### config.mk
export PLATFORM = sky130hd
export DESIGN_NAME = key_event_encoder_flat
export DESIGN_NICKNAME = d
export VERILOG_FILES = /design/src/rtl/key_event_encoder_if.sv /design/src/rtl/key_event_encoder.sv /design/src/flat_wrapper.sv
export SDC_FILE = /design/constraint.sdc
export NUM_CORES = 1
export LEC_CHECK = 0
export CAP_MARGIN = 5
export CORE_MARGIN = 1.5
export CORE_UTILIZATION = 61
export CTS_CLUSTER_DIAMETER = 100
export CTS_CLUSTER_SIZE = 12
export DETAILED_ROUTE_END_ITERATION = 16
export PLACE_DENSITY = 0.77
export SETUP_SLACK_MARGIN = 0.4
export SLEW_MARGIN = 20
export SYNTH_ARGS = -nofsm -noshare
export SYNTH_HDL_FRONTEND = slang
export SYNTH_SLANG_ARGS = --single-unit
### constraint.sdc
create_clock -name clk -period 6.2 [get_ports clk]
set_clock_uncertainty 0.1 [all_clocks]
set_input_delay 1.24 -clock clk [delete_from_list [all_inputs] [get_ports clk]]
set_output_delay 1.24 -clock clk [all_outputs]
set_load 0.01 [all_outputs]
### src/rtl/key_event_encoder_if.sv
// Key event handshake: producer drives valid/code, consumer drives ready.
interface key_event_encoder_if;
  logic       key_valid;
  logic       key_ready;
  logic [4:0] key_code;

  modport master (
    output key_valid,
    output key_code,
    input  key_ready
  );

  modport slave (
    input  key_valid,
    input  key_code,
    output key_ready
  );
endinterface

### src/rtl/key_event_encoder.sv
// Debounced 18-button key encoder feeding a 4-deep event FIFO.
// Optional auto-repeat of held buttons is enabled by defining KEY_REPEAT_EN.
module key_event_encoder #(
  parameter int unsigned DEB_CYCLES = 4,
  parameter int unsigned REP_CYCLES = 64
) (
  input  logic                       clk,
  input  logic                       rst,
  input  logic [9:0]                 swp,
  input  logic [7:0]                 swd,
  key_event_encoder_if.master        key,
  output logic [2:0]                 key_cnt,
  output logic                       ovf,
  output logic                       multi
);

  localparam int unsigned NumBtn  = 18;
  localparam logic [7:0]  DebLast = 8'(DEB_CYCLES - 1);

  if (DEB_CYCLES < 1 || DEB_CYCLES > 255 || REP_CYCLES < 1) begin : g_param_check
    $error("key_event_encoder: parameter out of range");
  end

  // Digits occupy the low bits so a lowest-index-first scan gives digit priority.
  logic [NumBtn-1:0] raw;
  assign raw = {swd, swp};

  logic [NumBtn-1:0] sync1_q, sync2_q, deb_q, deb_d, deb_prev_q;
  logic [7:0]        cnt_q [NumBtn];
  logic [7:0]        cnt_d [NumBtn];
  logic [NumBtn-1:0] rise, events;

  logic [4:0] mem_q [4];
  logic [4:0] mem_d [4];
  logic [1:0] wr_q, wr_d, rd_q, rd_d;
  logic [2:0] fifo_cnt_q, fifo_cnt_d;
  logic       ovf_q, ovf_d, multi_q, multi_d;
  logic       push, pop, full, accept;
  logic [4:0] push_code;

  always_comb begin
    for (int i = 0; i < NumBtn; i++) begin
      deb_d[i] = deb_q[i];
      cnt_d[i] = '0;
      if (sync2_q[i] != deb_q[i]) begin
        if (cnt_q[i] == DebLast) begin
          deb_d[i] = ~deb_q[i];
        end else begin
          cnt_d[i] = cnt_q[i] + 8'd1;
        end
      end
    end
  end

  assign rise = deb_q & ~deb_prev_q;

`ifdef KEY_REPEAT_EN
  localparam int unsigned RepW    = $clog2(REP_CYCLES + 1);
  localparam logic [RepW-1:0] RepLast = RepW'(REP_CYCLES - 1);

  logic [RepW-1:0]   rep_q [NumBtn];
  logic [RepW-1:0]   rep_d [NumBtn];
  logic [NumBtn-1:0] rep_fire;

  always_comb begin
    for (int i = 0; i < NumBtn; i++) begin
      rep_fire[i] = deb_q[i] & deb_prev_q[i] & (rep_q[i] == RepLast);
      if (!deb_q[i] || rise[i] || rep_fire[i]) begin
        rep_d[i] = '0;
      end else begin
        rep_d[i] = rep_q[i] + RepW'(1);
      end
    end
  end

  always_ff @(posedge clk or negedge rst) begin
    if (!rst) begin
      rep_q <= '{default: '0};
    end else begin
      rep_q <= rep_d;
    end
  end

  assign events = rise | rep_fire;
`else
  assign events = rise;
`endif

  always_comb begin
    push_code = '0;
    // Descending scan: the last hit, i.e. the lowest index, wins.
    for (int i = NumBtn - 1; i >= 0; i--) begin
      if (events[i]) begin
        push_code = (i < 10) ? 5'(i) : 5'(i + 6);
      end
    end
  end

  assign push    = |events;
  assign multi_d = |(events & (events - NumBtn'(1)));

  assign key.key_valid = (fifo_cnt_q != 3'd0);
  assign key.key_code  = key.key_valid ? mem_q[rd_q] : 5'h00;
  assign key_cnt       = fifo_cnt_q;
  assign ovf           = ovf_q;
  assign multi         = multi_q;

  assign pop    = key.key_valid & key.key_ready;
  assign full   = (fifo_cnt_q == 3'd4);
  assign accept = push & (~full | pop);

  always_comb begin
    mem_d = mem_q;
    wr_d  = wr_q;
    rd_d  = rd_q;
    if (accept) begin
      mem_d[wr_q] = push_code;
      wr_d        = wr_q + 2'd1;
    end
    if (pop) begin
      rd_d = rd_q + 2'd1;
    end
    fifo_cnt_d = fifo_cnt_q + {2'b00, accept} - {2'b00, pop};
    ovf_d      = ovf_q | (push & full & ~pop);
  end

  always_ff @(posedge clk or negedge rst) begin
    if (!rst) begin
      sync1_q    <= '0;
      sync2_q    <= '0;
      deb_q      <= '0;
      deb_prev_q <= '0;
      cnt_q      <= '{default: '0};
      mem_q      <= '{default: '0};
      wr_q       <= '0;
      rd_q       <= '0;
      fifo_cnt_q <= '0;
      ovf_q      <= 1'b0;
      multi_q    <= 1'b0;
    end else begin
      sync1_q    <= raw;
      sync2_q    <= sync1_q;
      deb_q      <= deb_d;
      deb_prev_q <= deb_q;
      cnt_q      <= cnt_d;
      mem_q      <= mem_d;
      wr_q       <= wr_d;
      rd_q       <= rd_d;
      fifo_cnt_q <= fifo_cnt_d;
      ovf_q      <= ovf_d;
      multi_q    <= multi_d;
    end
  end

endmodule

### src/flat_wrapper.sv
// flat-port wrapper written by rule: the top's interface ports become plain ports
module key_event_encoder_flat 
#(
  parameter int unsigned DEB_CYCLES = 4,
  parameter int unsigned REP_CYCLES = 64
)
  (clk, rst, swp, swd, key_cnt, ovf, multi, key_key_valid, key_key_code, key_key_ready);
  key_event_encoder_if key_i ();
  input  logic clk;
  input  logic rst;
  input  logic [9:0] swp;
  input  logic [7:0] swd;
  output logic [2:0] key_cnt;
  output logic ovf;
  output logic multi;
  output wire logic [$bits(key_i.key_valid)-1:0] key_key_valid;
  output wire logic [$bits(key_i.key_code)-1:0] key_key_code;
  input wire logic [$bits(key_i.key_ready)-1:0] key_key_ready;
  assign key_key_valid = key_i.key_valid;
  assign key_key_code = key_i.key_code;
  assign key_i.key_ready = key_key_ready;
  key_event_encoder #(.DEB_CYCLES(DEB_CYCLES), .REP_CYCLES(REP_CYCLES)) u_core (.clk(clk), .rst(rst), .swp(swp), .swd(swd), .key(key_i), .key_cnt(key_cnt), .ovf(ovf), .multi(multi));
endmodule
-- Yosys cells after proc, flatten, opt, wreduce, memory -nomap -nowiden
Index checks and enable logic that the tools add are counted.
- register bits: 245
- output and inout bits: 11
- order comparisons: 3
- equal/unequal tests: 37
- bitwise logic cells: 31
- reduce and logical (&&, ||, !) cells: 22
- muxes and demuxes: 61
- add/sub/neg operators: 23
- operators by type and width (operator ; count):
    8-bit two-way mux ; 36
    8-bit by 1-bit adder with 8-bit output (second input constant) ; 18
    8-bit by 2-bit == test with 1-bit output (second input constant) ; 18
    5-bit two-way mux ; 22
    18-bit bitwise AND ; 2
    2-bit AND reduction ; 18
    18-bit OR reduction ; 2
    20-bit bitwise mux ; 1
    1-bit NOT ; 20
    1-bit inequality test ; 18
    18-bit NOT ; 1
    18-bit by 1-bit subtractor with 18-bit output (second input constant) ; 1
    5-bit binary-select mux with 2-bit select ; 1
    5-bit demux with 2-bit select ; 1
    3-bit >= comparator (second input constant) ; 2
    2-bit NOT with 3-bit output ; 2
    2-bit by 1-bit adder with 2-bit output (second input constant) ; 2
    1-bit bitwise AND ; 4
    3-bit by 1-bit adder with 3-bit output ; 1
    3-bit == test (second input constant) ; 1
    3-bit by 1-bit less-than comparator with 1-bit output (second input constant) ; 1
    3-bit nonzero test ; 1
    3-bit by 1-bit subtractor with 3-bit output ; 1
    1-bit bitwise OR ; 2
    1-bit logical AND ; 1

-- Longest topological paths before layout
Gate-level depths: netlist (run 1).
- depth after elaboration: 21
- mapped depth: 10
- depth with buffers taken out: 9

-- Least setup slack after synthesis (run 1)
Ideal clock, no wire load.
- kind: input to register
- start point: input port key_key_ready
- end point: register u_core.fifo_cnt_q[2], in the netlist u_core.key_cnt[2]
- required time: 5.970 ns
- data arrival time: 2.491 ns
- slack: 3.480 ns
- stages: 8
- cells stage by stage: and2_1 ha_1 inv_1 ha_1 inv_1 fa_1 xnor2_1 xnor2_1
- word-level cells in the longest chain between the ends: 5
- RTL lines (what ; RTL line ; RTL):
    start: declaration ; flat_wrapper.sv:18 ; input wire logic [$bits(key_i.key_ready)-1:0] key_key_ready;
    1-bit bitwise AND * ; key_event_encoder.sv:108 ; assign pop = key.key_valid & key.key_ready;
    1-bit bitwise OR ; key_event_encoder.sv:110 ; assign accept = push & (~full | pop);
    1-bit bitwise AND ; key_event_encoder.sv:110 ;
    3-bit by 1-bit adder with 3-bit output ; key_event_encoder.sv:123 ; fifo_cnt_d = fifo_cnt_q + {2'b00, accept} - {2'b00, pop};
    3-bit by 1-bit subtractor with 3-bit output * ; key_event_encoder.sv:123 ;
    net u_core.fifo_cnt_d[2] ; key_event_encoder.sv:36 ; logic [2:0] fifo_cnt_q, fifo_cnt_d;
    end signal: assignment ; key_event_encoder.sv:149 ; fifo_cnt_q <= fifo_cnt_d;
    end: declaration ; key_event_encoder.sv:36 ;
Mark *: on every way through the listed nets, which the timed path passes. The rest lies on a longest branch.
A chain may end at the register's enable or synchronous reset.

-- Worst setup path after layout (run 1)
- start point: register u_core.rd_q[0]
- end point: output port key_key_code[3]
- word-level cells in the longest chain between the ends: 5
- RTL lines (what ; RTL line ; RTL):
    start: declaration ; key_event_encoder.sv:35 ; logic [1:0] wr_q, wr_d, rd_q, rd_d;
    start signal: assignment ; key_event_encoder.sv:148 ; rd_q <= rd_d;
    2-bit NOT with 3-bit output (not written as such) ; key_event_encoder.sv:103 ; assign key.key_code = key.key_valid ? mem_q[rd_q] : 5'h00;
    5-bit binary-select mux with 2-bit select ; key_event_encoder.sv:103 ;
    5-bit two-way mux (not written as such) (2 in series) ; key_event_encoder.sv:103 ;
    5-bit two-way mux ; key_event_encoder.sv:103 ;
    end: declaration ; flat_wrapper.sv:17 ; output wire logic [$bits(key_i.key_code)-1:0] key_key_code;
Every way passes these cells. The select of a mux whose other input is x is not followed.

==> run summary, run 1 <==
Post-CTS setup buffers = 0
Yosys cell types = 51
Iteration-0 DRC Markers = 334
Met3 Resource Use GR = 0.0312
Syn Nets = 935
Max_slew headroom = 0.492
Yosys top cell by area = dfrtp_1
CP max-delay cell = dfrtp_1
Crit path DAT = 2280 ps
Crit-path cells = mux4_2 > and2_1 > clkdlybuf4s50_1
Crit path max-delay family = flip-flops
Commonest cells in the netlist = dfrtp_1 (245), nor2_1 (127), xor2_1 (106)
Io pins = 32
Hold_buf cts = 0
Syn. warnings = 0
CTS tree = yes
Layout area overhead = 11.4%
Pwr/cell area = 427 nW/um^2
N_diodes = 0
Fmax achieved = 276 MHz
Top cells by area, synth = dfrtp_1 (58%), xor2_1 (8.8%), nor2_1 (4.5%)
Post-route cell area = 11,800 um^2
Register area share after synthesis = 0.578
Maximum VDD drop = 0.000261 V
Synth top area share = 0.578
Pin count of the biggest net entering global routing = 142
Maxcap violations = 0
Kind of critical path = reg -> out
WP depth = 3
Number of vias per cell = 5.49
CTS max path bufs = 3
Worst Path Max Fanout = 7
Min-delay worst type = reg -> reg
Synth Flop Type = dfrtp_1
H-tree levels = 1
Antenna Nets Post-Route = 0
DP HPWL = 11.6 mm
Most frequent cell after synthesis = dfrtp_1
Worst setup EP type = output port
Final setup margin = 2580 ps
Initial Util = 0.620
GPL Wtd Cong = 0.802
Total congestion overflow = 0
Die Area = 18,200 um^2
Reg-to-Reg End = u_core.key_cnt[2]
Area of the core = 17,100 um^2
Gate Count Post-Synth = 889
Met2 Track Usage GR = 0.317
Fin crit period = 3620 ps
Vias in the first global route = 6,321
Util after Layout = 0.690
Syn_area_per_cell = 11.9 um^2
Number of flops mapped to enable cells by yosys = 0
Setup violators final = 0
Final Slew Violations = 0
CP max stage delay = 570 ps
Outcome = finished, final reports clean
CP bufs+invs = 1
Synth Register Bits = 245
R2R depth = 9
Detailed-route DRC error count = 0
Ys async rst share = 1.00
Launching point of the worst reg2reg path = u_core.key_cnt[1]
CTS buffer count = 24
Layout Nets = 988
Clock sinks = 245
Worst setup path endpoint = key_key_code[3]
First-pass GRT wire length = 29.8 mm
CP startpoint = u_core.rd_q[0]
Synthesized area = 10,600 um^2
R2R setup slack = 3650 ps
Post-placement cell area = 11,200 um^2
Wire per inst = 15.0 um
Antenna violations before repair = 0
Final period utilization = 0.584
Row Count = 48
Setup crit start kind = flip-flop
Share of cells above drive strength 1 = 0.0998
GRT Total Usage = 0.200
Total negative slack = 0 ps
Die height = 135 um
PostCTS Resize Cnt = 0
CTS clk-pin slew, worst paths = 60 ps
Drt pass-1 iters = 4
Die width = 135 um
Total number of vias = 6,405
Port bufs = 31
Routed WL = 17.5 mm
Pre-CTS setup slack = 2900 ps
GR peak layer = met2
WHS = 243 ps
Clock Latency Late Sink = 510 ps
Worst Max-Slew Pin Slew = 757 ps
Root Driver = clkbuf_16
GR Util met1 = 0.288
Worst EP required = 4860 ps
Unrepaired setup endpoints after global routing = no
Final Hold Viols = 0
LEAKAGE = 5.51 nW
layer usage:
metal | share of wire | up-vias | wire length [um]
met5 | 0 | - | 0
met4 | 0.025 | 0 | 431
met3 | 0.028 | 34 | 497
met2 | 0.47 | 82 | 8150
met1 | 0.48 | 3146 | 8410
li1 | - | 3143 | -
placed cells by master (no fill, tap or decap), drive strengths merged, types with 4 or more instances in the layout:
| master | count |
|---|---|
| a21oi | 6 |
| and2 | 14 |
| and3 | 51 |
| buf | 4 |
| clkbuf | 24 |
| clkdlybuf4s50 | 30 |
| dfrtp | 245 |
| ha | 24 |
| inv | 8 |
| mux2 | 38 |
| mux4 | 5 |
| nand2 | 45 |
| nand2b | 18 |
| nand3 | 88 |
| nand4 | 6 |
| nor2 | 127 |
| nor3 | 18 |
| nor3b | 5 |
| nor4 | 7 |
| nor4b | 15 |
| o21ai | 6 |
| xnor2 | 25 |
| xor2 | 106 |
cells by family after synthesis:
family          synth area share
flops                      0.578
fa+ha+maj                 0.0321
mux                       0.0580
buf+inv                  0.00779
compound gates            0.0176
xor+xnor                   0.108
simple gates               0.198
sequential cells by signal, indices dropped and copies added (netlist names):
signal and count:
u_core.rd_q 2, u_core.key_cnt 3, u_core.ovf 1, u_core.deb_prev_q 18
u_core.sync1_q 18, u_core.cnt_q 144, u_core.wr_q 2, u_core.deb_q 18
u_core.sync2_q 18, u_core.mem_q 20, u_core.multi 1
final cells by class:
class | count | area [um^2]
clock buffers | 24 | 601
inverters | 7 | 26.3
fillers | 1238 | 5300
well taps | 225 | 282
clock inverters | 2 | 25.0
flip-flops and latches | 245 | 6130
multi-input cells | 630 | 4390
repair buffers | 34 | 358
stage by stage:
stage	power, mW	instances
final	5.05	1167
after floorplan	3.41	889
after CTS	5.10	1166
after global placement	3.78	1140
after detailed placement	3.84	1140
after global routing	5.37	1167
worst min path at each step:
stage                        from            endpoint  slack, ps  cells past startpoint
5_1_grt         u_core.sync1_q[6]   u_core.sync2_q[6]        250                      0
2_1_floorplan   u_core.sync1_q[0]   u_core.sync2_q[0]        230                      0
3_5_place_dp   u_core.sync1_q[12]  u_core.sync2_q[12]        230                      0
3_3_place_gp    u_core.sync1_q[5]   u_core.sync2_q[5]        230                      0
4_1_cts        u_core.sync1_q[12]  u_core.sync2_q[12]        240                      0
6_report       u_core.sync1_q[12]  u_core.sync2_q[12]        240                      0
report_power, final:
| group | switching (mW) | internal (mW) | leakage (nW) |
|---|---|---|---|
| clock | 0.547 | 0.686 | 0.307 |
| combinational | 0.771 | 0.750 | 2.02 |
| sequential | 0.344 | 1.95 | 3.18 |
| total | 1.66 | 3.39 | 5.51 |
(Power assumes the default switching activity.)
==> inputs of run 2 (changes only) <==
==> constraint.sdc (replaced) <==
create_clock -name clk -period 3.8 [get_ports clk]
set_clock_uncertainty 0.1 [all_clocks]
set_input_delay 0.76 -clock clk [delete_from_list [all_inputs] [get_ports clk]]
set_output_delay 0.76 -clock clk [all_outputs]
set_load 0.01 [all_outputs]
==> run 2 against run 1 <==
First-iteration DRC count increased by 7.2%. Cell count barely moved. Global-route usage is 0.83 points higher. Sequential cell count did not move. Sequential power increased by 64%. Sequential share of layout area about the same.
==> run summary, run 2 (synthesis gave the netlist of run 1 again) <==
Biggest regs = u_core.cnt_q: 144 flops, u_core.mem_q: 20 flops (unchanged)
Row Count = 48 (unchanged)
GRT Total Usage = 0.208 (was 0.200)
Layout area overhead = 11.5% (was 11.4%)
Clock sinks = 245 (unchanged)
Iteration-0 DRC Markers = 358 (was 334)
Final Hold Viols = 0 (unchanged)
CTS tree = yes (unchanged)
Drt pass-1 iters = 5 (was 4)
FILL cells = 1,222 (was 1,238)
Routed WL = 17.8 mm (was 17.5 mm)
Total number of vias = 6,400 (was 6,405)
Max reg flops = 144 (unchanged)
Post-Layout Cell Count = 1,168 (was 1,167)
Total negative slack = 0 ps (unchanged)
CTS max path bufs = 3 (unchanged)
Io pins = 32 (unchanged)
Layout Nets = 989 (was 988)
Port bufs = 31 (unchanged)
Largest reg by FF count = u_core.cnt_q (unchanged)
Worst setup EP type = output port (unchanged)
Fin crit period = 3160 ps
WHS = 146 ps (was 243 ps)
Placed cells = 1,142 (was 1,140)
Post-route cell area = 11,800 um^2 (about the same)
Vias in the first global route = 6,524 (was 6,321)
GPL Wtd Cong = 0.852 (was 0.802)
Crit path DAT = 2300 ps (was 2280 ps)
Die width = 135 um (unchanged)
Wire per inst = 15.2 um (was 15.0 um)
Clock Latency Late Sink = 510 ps (about the same)
PostCTS Resize Cnt = 0 (unchanged)
Hold_buf cts = 0 (unchanged)
Min-delay worst type = in -> async (was reg -> reg)
Area of the core = 17,100 um^2 (unchanged)
CTS buffer count = 24 (unchanged)
H-tree levels = 1 (unchanged)
Commonest non-fill, non-tap cell in the layout = dfrtp_1 (unchanged)
CP max-delay cell = dfrtp_1 (unchanged)
Post-placement cell area = 11,200 um^2 (about the same)
Max_slew headroom = 0.493 (was 0.492)
Total congestion overflow = 0 (unchanged)
Most frequent cells in the layout = dfrtp_1 (245), nor2_1 (127), xor2_1 (106) (unchanged)
Post-CTS setup buffers = 0 (unchanged)
CP max stage delay = 580 ps (was 570 ps)
Die height = 135 um (unchanged)
Share of cells above drive strength 1 = 0.101 (was 0.0998)
Crit-path cells = mux4_2 > and2_1 > clkdlybuf4s50_1 (unchanged)
N_diodes = 0 (unchanged)
Setup crit start kind = flip-flop (unchanged)
Worst Path Max Fanout = 7 (unchanged)
Maxcap violations = 0 (unchanged)
Maximum VDD drop = 0.000413 V (was 0.000261 V)
First-pass GRT wire length = 31.2 mm (was 29.8 mm)
Outcome = finished, final reports clean (unchanged)
DP HPWL = 11.7 mm (was 11.6 mm)
CTS clk-pin slew, worst paths = 60 ps (about the same)
Worst EP required = 2940 ps (was 4860 ps)
Final Slew Violations = 0 (unchanged)
Fmax achieved = 317 MHz
Worst Max-Slew Pin Slew = 755 ps (was 757 ps)
Initial Util = 0.620 (unchanged)
Final period utilization = 0.831
Antenna violations before repair = 0 (unchanged)
Unrepaired setup endpoints after global routing = no (unchanged)
Die Area = 18,200 um^2 (unchanged)
Pin count of the biggest net entering global routing = 100 (was 142)
Setup violators final = 0 (unchanged)
Kind of critical path = reg -> out (unchanged)
Detailed-route DRC error count = 0 (unchanged)
Antenna Nets Post-Route = 0 (unchanged)
Root Driver = clkbuf_16 (unchanged)
Pwr/cell area = 700 nW/um^2 (was 427 nW/um^2)
LEAKAGE = 5.52 nW (was 5.51 nW)
Number of vias per cell = 5.48 (was 5.49)
[run 2: cell count changes in the layout (fill, tap and decap cells not counted), sizes merged]
cell	delta
clkbuf	+1
clkinv	-1
buf	+1
[run 2: through the flow]
step | util | total power, mW | worst slack (ps)
CTS | 0.691 | 8.36 | 597
detailed placement | 0.654 | 6.26 | 946
floorplan | - | 5.56 | 1280
global route | 0.691 | 8.81 | 531
finish | 0.691 | 8.27 | 641
global placement | 0.654 | 6.16 | 1020
[run 2: worst paths after layout]
check / start / endpoint / slack (ps) / cells after the start
max in group asynchronous: rst / u_core.cnt_q[17] / 2420 / 2
max reg2reg: u_core.key_cnt[1] / u_core.key_cnt[2] / 1180 / 9
max: u_core.rd_q[0] / key_key_code[4] / 640 / 3
min in group clk: u_core.sync1_q[12] / u_core.sync2_q[12] / 240 / 0
min reg2reg: u_core.sync1_q[12] / u_core.sync2_q[12] / 240 / 0
min: rst / u_core.cnt_q[124] / 150 / 1
[run 2: worst max-delay path: cells and delay by family, from the launching register on]
| family | cells | cell delay (ps) |
|---|---|---|
| simple gates | 1 | 170 |
| mux | 1 | 560 |
| buf+inv | 1 | 490 |
| flops | 1 | 580 |
[run 2: final cells by class]
type | count | area [um^2] | area share
sequential | 245 | 6130 | 0.519
multi-input combinational | 630 | 4390 | 0.371
clock buffer | 25 | 626 | 0.0529
timing repair buffer | 35 | 358 | 0.0303
tap | 225 | 282 | 0.0238
inverter | 7 | 26.3 | 0.00222
clock inverter | 1 | 8.76 | 0.000741
[run 2: power by group]
| part | switching, mW | total [mW] | internal [mW] | leakage, nW |
|---|---|---|---|---|
| clock network | 0.892 | 2.05 | 1.15 | 0.313 |
| logic | 1.26 | 2.48 | 1.22 | 2.02 |
| registers | 0.564 | 3.75 | 3.18 | 3.18 |
[run 2: metal layers]
metal | vias to the layer above | routed length, um | part of all wire | GRT usage
li1 | 3127 | - | - | -
met3 | 21 | 484 | 0.027 | 0.0345
met4 | 0 | 234 | 0.013 | 0.0526
met2 | 81 | 8470 | 0.48 | 0.336
met5 | - | 0 | 0 | 0
met1 | 3171 | 8590 | 0.48 | 0.299
==> inputs of run 3 (changes only) <==
--- a/config.mk
+++ b/config.mk
@@ -7,11 +7,11 @@
 export LEC_CHECK = 0
 export CAP_MARGIN = 5
 export CORE_MARGIN = 1.5
-export CORE_UTILIZATION = 61
+export CORE_UTILIZATION = 55
 export CTS_CLUSTER_DIAMETER = 100
 export CTS_CLUSTER_SIZE = 12
 export DETAILED_ROUTE_END_ITERATION = 16
-export PLACE_DENSITY = 0.77
+export PLACE_DENSITY = 0.73
 export SETUP_SLACK_MARGIN = 0.4
 export SLEW_MARGIN = 20
 export SYNTH_ARGS = -nofsm -noshare
==> constraint.sdc (replaced) <==
create_clock -name clk -period 2.9 [get_ports clk]
set_clock_uncertainty 0.1 [all_clocks]
set_input_delay 0.58 -clock clk [delete_from_list [all_inputs] [get_ports clk]]
set_output_delay 0.58 -clock clk [all_outputs]
set_load 0.01 [all_outputs]
==> run 3 against run 2 <==
First-iteration DRC count decreased by 23%. Sequential power increased by 30%. Clock power rose by 31%. Register-to-register slack worse by 760 ps. Routed wire length shrank 3.8%. Cell area rose by 1.7%. Power is 33% higher. Cell count grew 4.5%. Critical path type unchanged. Critical path depth up 1. Die area grew 11%. Via count about the same. Utilization shrank 5.2 points.
==> run summary, run 3 (synthesis gave the netlist of run 1 again) <==
Vias in the first global route = 6,397 (was 6,524)
Die Area = 20,100 um^2 (was 18,200 um^2)
Wire per inst = 14.0 um (was 15.2 um)
Die height = 142 um (was 135 um)
H-tree levels = 1 (unchanged)
Routed WL = 17.1 mm (was 17.8 mm)
Crit path DAT = 1850 ps (was 2300 ps)
Maximum VDD drop = 0.000521 V (was 0.000413 V)
Total congestion overflow = 0 (unchanged)
P_int = 7.40 mW (was 5.56 mW)
GR peak layer = met2 (unchanged)
CP max stage delay = 470 ps (was 580 ps)
Final Slew Violations = 0 (unchanged)
Total number of vias = 6,396 (was 6,400)
Most frequent cells in the layout = dfrtp_1 (243), nor2_1 (127), xor2_1 (106) (was dfrtp_1 (245), nor2_1 (127), xor2_1 (106))
Crit-path cells = buf_4 > mux4_2 > and2_1 > buf_2 (was mux4_2 > and2_1 > clkdlybuf4s50_1)
Layout Nets = 1,006 (was 989)
Row Count = 50 (was 48)
GPL Wtd Cong = 0.791 (was 0.852)
First-pass GRT wire length = 29.8 mm (was 31.2 mm)
Met3 Resource Use GR = 0.0294 (was 0.0345)
Outcome = finished, final reports clean (unchanged)
Min-delay worst type = reg -> reg (was in -> async)
Pin count of the biggest net entering global routing = 81 (was 100)
Detailed-route DRC error count = 0 (unchanged)
CTS buffer count = 24 (unchanged)
Max reg flops = 144 (unchanged)
Largest reg by FF count = u_core.cnt_q (unchanged)
Port bufs = 31 (unchanged)
Iteration-0 DRC Markers = 275 (was 358)
Clock power share = 0.244 (was 0.247)
Crit path max-delay family = multiplexers (was flip-flops)
Worst setup EP type = output port (unchanged)
Switching share of power = 0.325 (was 0.328)
Die width = 142 um (was 135 um)
CP bufs+invs = 2 (was 1)
Util after Layout = 0.638 (was 0.691)
Maxcap violations = 0 (unchanged)
LEAKAGE = 5.62 nW (was 5.52 nW)
Setup violators final = 0 (unchanged)
Kind of critical path = reg -> out (unchanged)
Sequential power share = 0.445 (was 0.453)
Worst EP required = 2220 ps (was 2940 ps)
Met2 Track Usage GR = 0.290 (was 0.336)
Antenna Nets Post-Route = 0 (unchanged)
Comb pwr share = 0.311 (was 0.300)
Biggest regs = u_core.cnt_q: 144 flops, u_core.mem_q: 20 flops (unchanged)
Worst Path Max Fanout = 5 (was 7)
Clock sinks = 245 (unchanged)
CTS clk-pin slew, worst paths = 60 ps (about the same)
Max_slew headroom = 0.588 (was 0.493)
Number of vias per cell = 5.24 (was 5.48)
Setup crit start kind = flip-flop (unchanged)
N_diodes = 0 (unchanged)
Antenna violations before repair = 0 (unchanged)
Clock Latency Late Sink = 510 ps (about the same)
DP HPWL = 11.6 mm (was 11.7 mm)
Root Driver = clkbuf_16 (unchanged)
Switch Pwr = 3.57 mW (was 2.71 mW)
Io pins = 32 (unchanged)
GR Util met1 = 0.253 (was 0.299)
Unrepaired setup endpoints after global routing = yes (was no)
Initial Util = 0.563 (was 0.620)
Fin crit period = 2530 ps
Worst Max-Slew Pin Slew = 619 ps (was 755 ps)
Share of cells above drive strength 1 = 0.129 (was 0.101)
Layout area overhead = 13.4% (was 11.5%)
Fmax achieved = 396 MHz
Commonest non-fill, non-tap cell in the layout = dfrtp_1 (unchanged)
CP max-delay cell = mux4_2 (was dfrtp_1)
Total negative slack = 0 ps (unchanged)
CTS tree = yes (unchanged)
Drt pass-1 iters = 5 (unchanged)
GRT Total Usage = 0.180 (was 0.208)
Pwr/cell area = 912 nW/um^2 (was 700 nW/um^2)
Final Hold Viols = 0 (unchanged)
CTS max path bufs = 3 (unchanged)
Area of the core = 18,800 um^2 (was 17,100 um^2)
Final period utilization = 0.871
==> run 3: cell types whose count changed in the layout (fill, tap and decap cells not counted), moves of 2 or more <==
cell,previous run,this run
and2_1,10,7
and2_4,4,7
buf_2,0,3
buf_4,3,16
buf_6,0,5
clkdlybuf4s50_1,30,24
dfrtp_1,245,243
dfrtp_2,0,2
==> run 3: worst paths after layout <==
path,from,to,slack (ps),cells past startpoint
worst max register to register,u_core.key_cnt[1],u_core.key_cnt[2],420,9
worst min register to register,u_core.sync1_q[3],u_core.sync2_q[3],240,0
worst min-delay path,u_core.sync1_q[3],u_core.sync2_q[3],240,0
min in group asynchronous,rst,u_core.cnt_q[123],530,2
worst max-delay path,u_core.rd_q[0],key_key_code[1],370,4
max in group asynchronous,rst,u_core.key_cnt[1],1440,3
==> run 3: layout make-up <==
cell class | instances | area, um^2
repair buffers | 52 | 485
well taps | 260 | 325
clock buffers | 26 | 629
inverters | 7 | 26.3
multi-input cells | 630 | 4410
clock inverters | 1 | 8.76
flip-flops and latches | 245 | 6130
fillers | 1416 | 6810
==> run 3: timing repair <==
item                       CTS  global route
hold buffers                 1             0
setup endpoints to repair    7             5
pin swaps                    2             2
resized for setup           28             6
cloned                       0             0
hold endpoints to repair    62             0
setup buffers                5             4
==> run 3: metal layers <==
metal,routed length [um],part of all wire
met5,0,0
met4,339,0.020
met3,456,0.027
met2,8060,0.47
met1,8250,0.48
==> run 3: power by group through the flow <==
stage | clock network, mW | registers, mW | logic (mW)
floorplan | 0 | 4.72 | 2.57
global placement | 0 | 4.91 | 3.20
detailed placement | 0 | 4.93 | 3.28
CTS | 2.78 | 4.88 | 3.35
global route | 2.91 | 4.99 | 3.81
finish | 2.68 | 4.88 | 3.41
==> run 3: stage by stage <==
stage / cell area, um^2 / cells / total power, mW / setup WS, ps / hold slack (ps)
floorplan: 10600 / 889 / 7.28 / 413 / 184
global placement: 11300 / 1184 / 8.11 / 316 / 232
detailed placement: 11300 / 1184 / 8.21 / 277 / 235
CTS: 12000 / 1217 / 11.0 / 324 / 247
global route: 12000 / 1221 / 11.7 / 317 / 251
finish: 12000 / 1221 / 11.0 / 374 / 242
